File: src/rtl/cfg_word_serializer_if.sv
// Handshake and serial-bus bundle between the config controller side and the word serializer.
interface cfg_word_serializer_if #(
  parameter int WORD_W = 24
);
  logic              cs_i;
  logic [3:0]        inst_i;
  logic              waddr_clr;
  logic [WORD_W-1:0] rom_data;
  logic [7:0]        rom_addr;
  logic [3:0]        waddr;
  logic              busy;
  logic              word_done;
  logic              spi_cs_n;
  logic              spi_sclk;
  logic              spi_mosi;

  modport master (
    output cs_i, inst_i, waddr_clr, rom_data,
    input  rom_addr, waddr, busy, word_done, spi_cs_n, spi_sclk, spi_mosi
  );

  modport slave (
    input  cs_i, inst_i, waddr_clr, rom_data,
    output rom_addr, waddr, busy, word_done, spi_cs_n, spi_sclk, spi_mosi
  );
endinterface

File: src/rtl/cfg_word_serializer.sv
// Fetches the current instruction's config words from ROM and shifts each one MSB-first
// onto the 3-wire serial bus while the controller holds cs_i in its write state.
module cfg_word_serializer #(
  parameter int WORD_W    = 24,
  parameter int NUM_WORDS = 8,
  parameter int SCLK_DIV  = 2,
  parameter int GAP_CYC   = 4
) (
  input logic                  clk,
  input logic                  rst,
  cfg_word_serializer_if.slave bus
);
  localparam int BW = $clog2(WORD_W + 1);
  localparam int DW = (SCLK_DIV > 1) ? $clog2(SCLK_DIV) : 1;
  localparam int GW = (GAP_CYC > 1) ? $clog2(GAP_CYC) : 1;

  typedef enum logic [1:0] {IDLE, LOAD, SHIFT, GAP} state_t;
  state_t state, state_nxt;

  logic [WORD_W-1:0] shreg;
  logic [BW-1:0]     bit_cnt;
  logic [DW-1:0]     div_cnt;
  logic [GW-1:0]     gap_cnt;
  logic              pend_clr;
  logic [3:0]        waddr;
  logic [7:0]        rom_addr;
  logic              cs_n, sclk, mosi;
  logic              busy, word_done;
  logic              div_last, bit_last, gap_last, clr_now, start;

  assign div_last = div_cnt == DW'(SCLK_DIV - 1);
  assign bit_last = bit_cnt == BW'(WORD_W - 1);
  assign gap_last = gap_cnt == GW'(GAP_CYC - 1);
  assign clr_now  = pend_clr | bus.waddr_clr;
  assign start    = bus.cs_i && (waddr < 4'(NUM_WORDS));

  always_comb begin
    state_nxt = state;
    busy      = 1'b1;
    word_done = 1'b0;
    case (state)
      IDLE: begin
        busy = 1'b0;
        // A clear always takes its own idle cycle, so it wins over a simultaneous start.
        if (!clr_now && start) state_nxt = LOAD;
      end
      LOAD:  state_nxt = SHIFT;
      SHIFT: if (div_last && sclk && bit_last) state_nxt = GAP;
      GAP: begin
        if (gap_last) begin
          word_done = 1'b1;
          state_nxt = IDLE;
        end
      end
      default: state_nxt = IDLE;
    endcase
  end

  always_ff @(posedge clk or posedge rst) begin
    if (rst) begin
      state    <= IDLE;
      waddr    <= '0;
      rom_addr <= '0;
      shreg    <= '0;
      bit_cnt  <= '0;
      div_cnt  <= '0;
      gap_cnt  <= '0;
      pend_clr <= 1'b0;
      cs_n     <= 1'b1;
      sclk     <= 1'b0;
      mosi     <= 1'b0;
    end else begin
      state <= state_nxt;
      if (state != IDLE && bus.waddr_clr) pend_clr <= 1'b1;
      case (state)
        IDLE: begin
          if (clr_now) begin
            waddr    <= '0;
            pend_clr <= 1'b0;
          end else if (start) begin
            rom_addr <= {bus.inst_i, waddr};
          end
        end
        LOAD: begin
          shreg   <= bus.rom_data;
          mosi    <= bus.rom_data[WORD_W-1];
          cs_n    <= 1'b0;
          div_cnt <= '0;
          bit_cnt <= '0;
        end
        SHIFT: begin
          div_cnt <= div_last ? '0 : div_cnt + 1'b1;
          if (div_last) begin
            sclk <= ~sclk;
            // Falling edge: advance to the next bit, or close the frame after the last one.
            if (sclk) begin
              if (bit_last) begin
                cs_n    <= 1'b1;
                mosi    <= 1'b0;
                gap_cnt <= '0;
              end else begin
                shreg   <= shreg << 1;
                mosi    <= shreg[WORD_W-2];
                bit_cnt <= bit_cnt + 1'b1;
              end
            end
          end
        end
        GAP: begin
          gap_cnt <= gap_cnt + 1'b1;
          if (gap_last && waddr < 4'(NUM_WORDS)) waddr <= waddr + 1'b1;
        end
        default: ;
      endcase
    end
  end

  assign bus.rom_addr  = rom_addr;
  assign bus.waddr     = waddr;
  assign bus.busy      = busy;
  assign bus.word_done = word_done;
  assign bus.spi_cs_n  = cs_n;
  assign bus.spi_sclk  = sclk;
  assign bus.spi_mosi  = mosi;
endmodule

File: src/flat_wrapper.sv
// flat-port wrapper written by rule: the top's interface ports become plain ports
module cfg_word_serializer_flat 
#(
  parameter int WORD_W    = 24,
  parameter int NUM_WORDS = 8,
  parameter int SCLK_DIV  = 2,
  parameter int GAP_CYC   = 4
)
  (clk, rst, bus_cs_i, bus_inst_i, bus_waddr_clr, bus_rom_data, bus_rom_addr, bus_waddr, bus_busy, bus_word_done, bus_spi_cs_n, bus_spi_sclk, bus_spi_mosi);
  cfg_word_serializer_if #(.WORD_W(WORD_W)) bus_i ();
  input logic clk;
  input logic rst;
  input wire logic [$bits(bus_i.cs_i)-1:0] bus_cs_i;
  input wire logic [$bits(bus_i.inst_i)-1:0] bus_inst_i;
  input wire logic [$bits(bus_i.waddr_clr)-1:0] bus_waddr_clr;
  input wire logic [$bits(bus_i.rom_data)-1:0] bus_rom_data;
  output wire logic [$bits(bus_i.rom_addr)-1:0] bus_rom_addr;
  output wire logic [$bits(bus_i.waddr)-1:0] bus_waddr;
  output wire logic [$bits(bus_i.busy)-1:0] bus_busy;
  output wire logic [$bits(bus_i.word_done)-1:0] bus_word_done;
  output wire logic [$bits(bus_i.spi_cs_n)-1:0] bus_spi_cs_n;
  output wire logic [$bits(bus_i.spi_sclk)-1:0] bus_spi_sclk;
  output wire logic [$bits(bus_i.spi_mosi)-1:0] bus_spi_mosi;
  assign bus_i.cs_i = bus_cs_i;
  assign bus_i.inst_i = bus_inst_i;
  assign bus_i.waddr_clr = bus_waddr_clr;
  assign bus_i.rom_data = bus_rom_data;
  assign bus_rom_addr = bus_i.rom_addr;
  assign bus_waddr = bus_i.waddr;
  assign bus_busy = bus_i.busy;
  assign bus_word_done = bus_i.word_done;
  assign bus_spi_cs_n = bus_i.spi_cs_n;
  assign bus_spi_sclk = bus_i.spi_sclk;
  assign bus_spi_mosi = bus_i.spi_mosi;
  cfg_word_serializer #(.WORD_W(WORD_W), .NUM_WORDS(NUM_WORDS), .SCLK_DIV(SCLK_DIV), .GAP_CYC(GAP_CYC)) u_core (.clk(clk), .rst(rst), .bus(bus_i));
endmodule
File: config.mk
export PLATFORM = sky130hd
export DESIGN_NAME = cfg_word_serializer_flat
export DESIGN_NICKNAME = d
export VERILOG_FILES = /design/src/rtl/cfg_word_serializer_if.sv /design/src/rtl/cfg_word_serializer.sv /design/src/flat_wrapper.sv
export SDC_FILE = /design/constraint.sdc
export NUM_CORES = 1
export LEC_CHECK = 0
export CAP_MARGIN = 20
export CELL_PAD_IN_SITES_DETAIL_PLACEMENT = 0
export CELL_PAD_IN_SITES_GLOBAL_PLACEMENT = 2
export CORE_MARGIN = 2
export CORE_UTILIZATION = 33
export CTS_CLUSTER_SIZE = 28
export DETAILED_ROUTE_END_ITERATION = 10
export PLACE_DENSITY = 0.78
export SLEW_MARGIN = 20
export SYNTH_ARGS = -nofsm -noshare
export SYNTH_HDL_FRONTEND = slang
export SYNTH_SLANG_ARGS = --single-unit
File: constraint.sdc
create_clock -name clk -period 2.4 [get_ports clk]
set_clock_uncertainty 0.1 [all_clocks]
set_input_delay 0.24 -clock clk [delete_from_list [all_inputs] [get_ports clk]]
set_output_delay 0.24 -clock clk [all_outputs]
set_load 0.02 [all_outputs]
Word-level counts from Yosys, hierarchy flattened
Index checks and enable logic that the tools add are counted.

word-level totals
  flip-flop bits (word level) = 49
  input port bits = 32

operators by class
  add/sub/neg operators = 4
  order comparisons = 1
  equality and inequality tests = 14
  multiplexer cells = 35
  bitwise gates (word level) = 3
  reductions and logical operators = 20

operators with widths
  cell                   count
  $mux W23               3
  $pmux W23 S2           1
  $ne A2 B1 Y1 const B   8
  $mux W5                3
  $mux W1                13
  $mux W2                6
  $reduce_and A3 Y1      4
  $reduce_and A4 Y1      3
  $pmux W5 S2            1
  $mux W4                2
  $pmux W2 S4            1
  $pmux W4 S2            1
  $reduce_bool A2 Y1     4
  $eq A2 B2 Y1 const B   3
  $logic_and A1 B1 Y1    6
  $pmux W1 S2            3
  $add A5 B1 Y5 const B  1
  $eq A5 B5 Y1 const B   1
  $add A4 B1 Y4 const B  1
  $lt A4 B4 Y1 const B   1
  $pmux W2 S2            1
  $add A2 B1 Y2 const B  1
  $eq A2 B1 Y1 const B   1
  $logic_not A2 Y1       1
  other kinds (6)        7

Longest topological paths before layout
  depth in word-level cells = 5
  gate-level depth with buffers = 7
  gate-level depth less buffers = 6

Worst setup path after synthesis
OpenSTA, ideal clock, no wires.

  path kind = register -> register
  from = reg u_core.state[0]
  to = reg u_core.rom_addr[0] (netlist: u_core.bus.rom_addr[0])
  arrival = 1.526 ns
  setup slack = 0.649 ns
  cell stages (with the launch flop) = 7
  path buffers = 1
  path through = dfrtp_1 inv_1 ha_1 inv_1 or2_1 buf_6 mux2_4

between the ends
  word-level cells in the longest chain between the ends = 2

ends and longest elaborated chain
  item                         RTL line                   text
  start: declaration           cfg_word_serializer.sv:18  state_t state, state_nxt;
  start signal: assignment     cfg_word_serializer.sv:73  state <= state_nxt;
  $logic_not A2 Y1             cfg_word_serializer.sv:75  case (state)
  $reduce_and A3 Y1 (no line)  --
  end signal: assignment       cfg_word_serializer.sv:81  rom_addr <= {bus.inst_i, waddr};
  end: declaration             cfg_word_serializer.sv:26  logic [7:0] rom_addr;

Every way passes these cells.
A chain may end at the register's enable or synchronous reset.

Worst setup path in the final report
  from = reg u_core.state[0]
  to = out bus_word_done

between the ends
  word-level cells in the longest chain between the ends = 2

ends and longest elaborated chain
  item              RTL line                   text
  $eq A2 B2 Y1      cfg_word_serializer.sv:41  case (state)
  $mux W1           cfg_word_serializer.sv:41
  end: declaration  flat_wrapper.sv:20         output wire logic [$bits(bus_i.word_done)-1:0] bus_word_done;

Every way passes these cells.

==> impl_results.md <==
- Status: complete, no violations
- Filler-free cell count of the finished design: ~370
- DR vias: roughly 1700
- WL/cell: between 10 and 15 um
- Multi-input logic area: around 1200 sq um
- Post-synth EDFFs: 0
- Count leader, synth: dfrtp_1
- CP endpoint kind: output pin
- Starting Density: roughly 35%
- Initial antenna violation count: 0
- Max Slew Vio Count: 0
- Length of the first detailed-routing pass in iterations: 4
- Syn nets: 262
- Post-synthesis sequential area ratio: between 40% and 50%
- Largest net degree at the start of global routing: 50
- Placed wire-length estimate: 3330 um
- Nets: 311
- Post-Place Setup Slack: roughly 0.45 ns
- Grt ovf: 0
- Crit Path Category: flip-flop to output pin
- Leakage: ~1.3 nW
- Largest cells by area after synthesis: dfrtp_1, mux2i_1, a21oi_2
- Worst-margin pin slew: around 0.47 ns
- Vias in the first global route: 1690
- RSZ-0062 raised after global routing: false
- Critical path, cell by cell: ha_1 -> and2_1 -> clkdlybuf4s50_1
- Post-layout min period: between 2 and 2.5 ns
- Die height: 91.6 um
- # clock sinks: about 50
- Yosys Warn Count: 0
- Peak VDD IR: about 0.41 mV
- Die ar.: 8390 sq um
- Synth top cells by count: dfrtp_1, mux2i_1, nor2_1
- Total core area: 7330 sq um
- Placed cells: between 300 and 400
- Yosys top cell area share: 47.5%
- First-pass GRT wire length: 8420 um
- GRT Util Overall: 12.4%
- Slowest-stage cell, CP: clkdlybuf4s50_1
- Top FF cell, synth: dfrtp_1
- Number of diodes: 0
- CP required: 2.06 ns
- Maximum clock frequency: about 470 MHz
- Width of the die: 91.6 um
- Num CTS Buffers: 5
- Top-Level Pins: between 40 and 50
- CTS H-Tree Depth: 2
- Synth Instances: approximately 220
- Max-slew headroom at the worst pin: between 60% and 70%
- Port bufs: 48
- Clock root buffer: clkbuf_8
- Ys async rst share: 100%
- Num rows: 31
- Post-route ant nets: 0
- DR DRC count: 0
- Worst Hold Class: primary input to asynchronous set/reset pin
- Crit path buffers/inverters: 1
- CTS tree: built
- CP max stage delay: between 0.5 and 0.6 ns
- Cell taking the most area after synthesis: dfrtp_1
- Post-CTS Hold Buffers: 0
- Clk_lat worst skew: 0.30 ns
- Mapped cell area: about 2500 sq um
- Post-CTS sizing: 0
- Area Growth Syn to Fin: 26.3%
- Post-Syn Area per Cell: roughly 11 sq um
- Part of the cycle the worst path needs: 89.3%
- Gp weighted congestion: 0.691
- Sequential cell area: approximately 1200 sq um
- PwrDens: 1150 nW/um^2
- Final setup margin: roughly 0.26 ns
- Setup repair bufs after CTS: 0
- Setup crit start kind: flip-flop
- Clock slew at reported path FFs: 0.09 ns
- Synth cell types: 45
- Maxcap violations: 0
- Setup tns final: 0 ns
- Share of cells above drive strength 1: around 18%
- Worst EP arrival: between 1.5 and 2 ns
- Fin. Hold Viols: 0
- Critical path peak fanout: 7
- Clock buffer depth: 2
- Via/cell ratio: 4.67
- Crit path max-delay family: buffers and inverters
- Drt first-iter violations: 33
- Flops & latches, synth: just under 50
- Final setup fails: 0
- Total Routed Length: 4900 um
- Filler cells: approximately 710
sequential cells by signal, indices dropped and copies added (netlist names):
signal / cells
u_core.shreg: 23
u_core.bus.rom_addr: 8
u_core.bit_cnt: 5
u_core.bus.waddr: 4
u_core.gap_cnt: 2
u_core.state: 2
u_core.bus.spi_cs_n: 1
u_core.bus.spi_mosi: 1
u_core.bus.spi_sclk: 1
u_core.div_cnt: 1
u_core.pend_clr: 1
final cells by class:
| cell class | count | share of cell area (%) |
|---|---|---|
| inverter | 7 | 0.822 |
| timing repair buffer | 53 | 17.0 |
| clock inverter | 1 | 0.235 |
| sequential | 49 | 38.4 |
| clock buffer | 7 | 2.39 |
| multi-input combinational | 156 | 37.3 |
| tap | 99 | 3.87 |
metrics by stage:
step	util [%]	cell area [sq um]	power [mW]	hold WS [ns]
detailed placement	42.5	3110	3.25	0.373
global route	43.6	3200	4.00	0.218
finish	43.6	3200	3.68	0.205
CTS	43.6	3200	3.76	0.210
floorplan	-	2530	2.79	0.274
global placement	42.5	3110	3.22	0.378
logic make-up (layout without fill, tap and decap cells):
family,after synthesis,in the layout,share of synthesized area [%]
multiplexers,34,34,14.9
AO/OA/AOI/OAI,53,53,16.2
adder cells (fa/ha/maj),7,7,3.46
XOR/XNOR,1,1,0.346
flip-flops,49,49,48.5
AND/OR/NAND/NOR,61,61,12.2
buffers and inverters,18,68,4.45
worst paths after layout:
check                                              start                         endpoint  slack (ns)  cells past startpoint
min in group clk           u_core.gap_cnt[0]$_DFFE_PP0P_    u_core.gap_cnt[0]$_DFFE_PP0P_        0.38                      1
setup reg to reg             u_core.state[0]$_DFFE_PP0P_    u_core.bit_cnt[2]$_DFFE_PP0P_        0.52                      7
max in group asynchronous                            rst  u_core.bus.spi_cs_n$_DFFE_PP1P_        1.70                      3
setup / recovery             u_core.state[0]$_DFFE_PP0P_                    bus_word_done        0.26                      3
hold reg to reg            u_core.gap_cnt[0]$_DFFE_PP0P_    u_core.gap_cnt[0]$_DFFE_PP0P_        0.38                      1
hold / removal                                       rst     u_core.shreg[12]$_DFFE_PP0P_        0.21                      3
metal layers:
| metal | global-route usage, % | wire length [um] | part of all wire, % |
|---|---|---|---|
| met4 | 3.41 | 42 | 0.86 |
| met3 | 2.82 | 221 | 4.5 |
| met2 | 18.4 | 2120 | 43 |
| met5 | 0 | 0 | 0 |
| met1 | 18.1 | 2520 | 51 |
cells in the final DEF, fill, tap and decap left out, types with 3 or more instances in the layout:
cell type / synthesis / routed
inv_1: 7 / 6
mux2i_1: 26 / 26
dfrtp_1: 48 / 48
clkdlybuf4s50_1: 0 / 48
nand3_1: 3 / 3
a21oi_1: 7 / 7
nand2_1: 12 / 12
o21ai_0: 9 / 9
and2_1: 4 / 4
nor2_1: 25 / 25
mux2_4: 7 / 7
buf_4: 2 / 3
clkbuf_8: 0 / 5
ha_1: 7 / 6
a21oi_2: 20 / 20
nand4_1: 3 / 3
worst register-to-register path: stages, from the launching register on:
cell	delay (ns)
dfrtp_1	0.43
inv_1	0.10
ha_2	0.29
nand3_1	0.19
a22oi_4	0.19
buf_12	0.27
nand4_1	0.13
o221ai_1	0.09
power by group:
| group | switching [mW] | total [mW] | internal, mW |
|---|---|---|---|
| registers | 0.198 | 1.34 | 1.14 |
| clock network | 0.272 | 0.479 | 0.207 |
| logic | 1.00 | 1.87 | 0.865 |
Power figures use the tool's default switching activity.
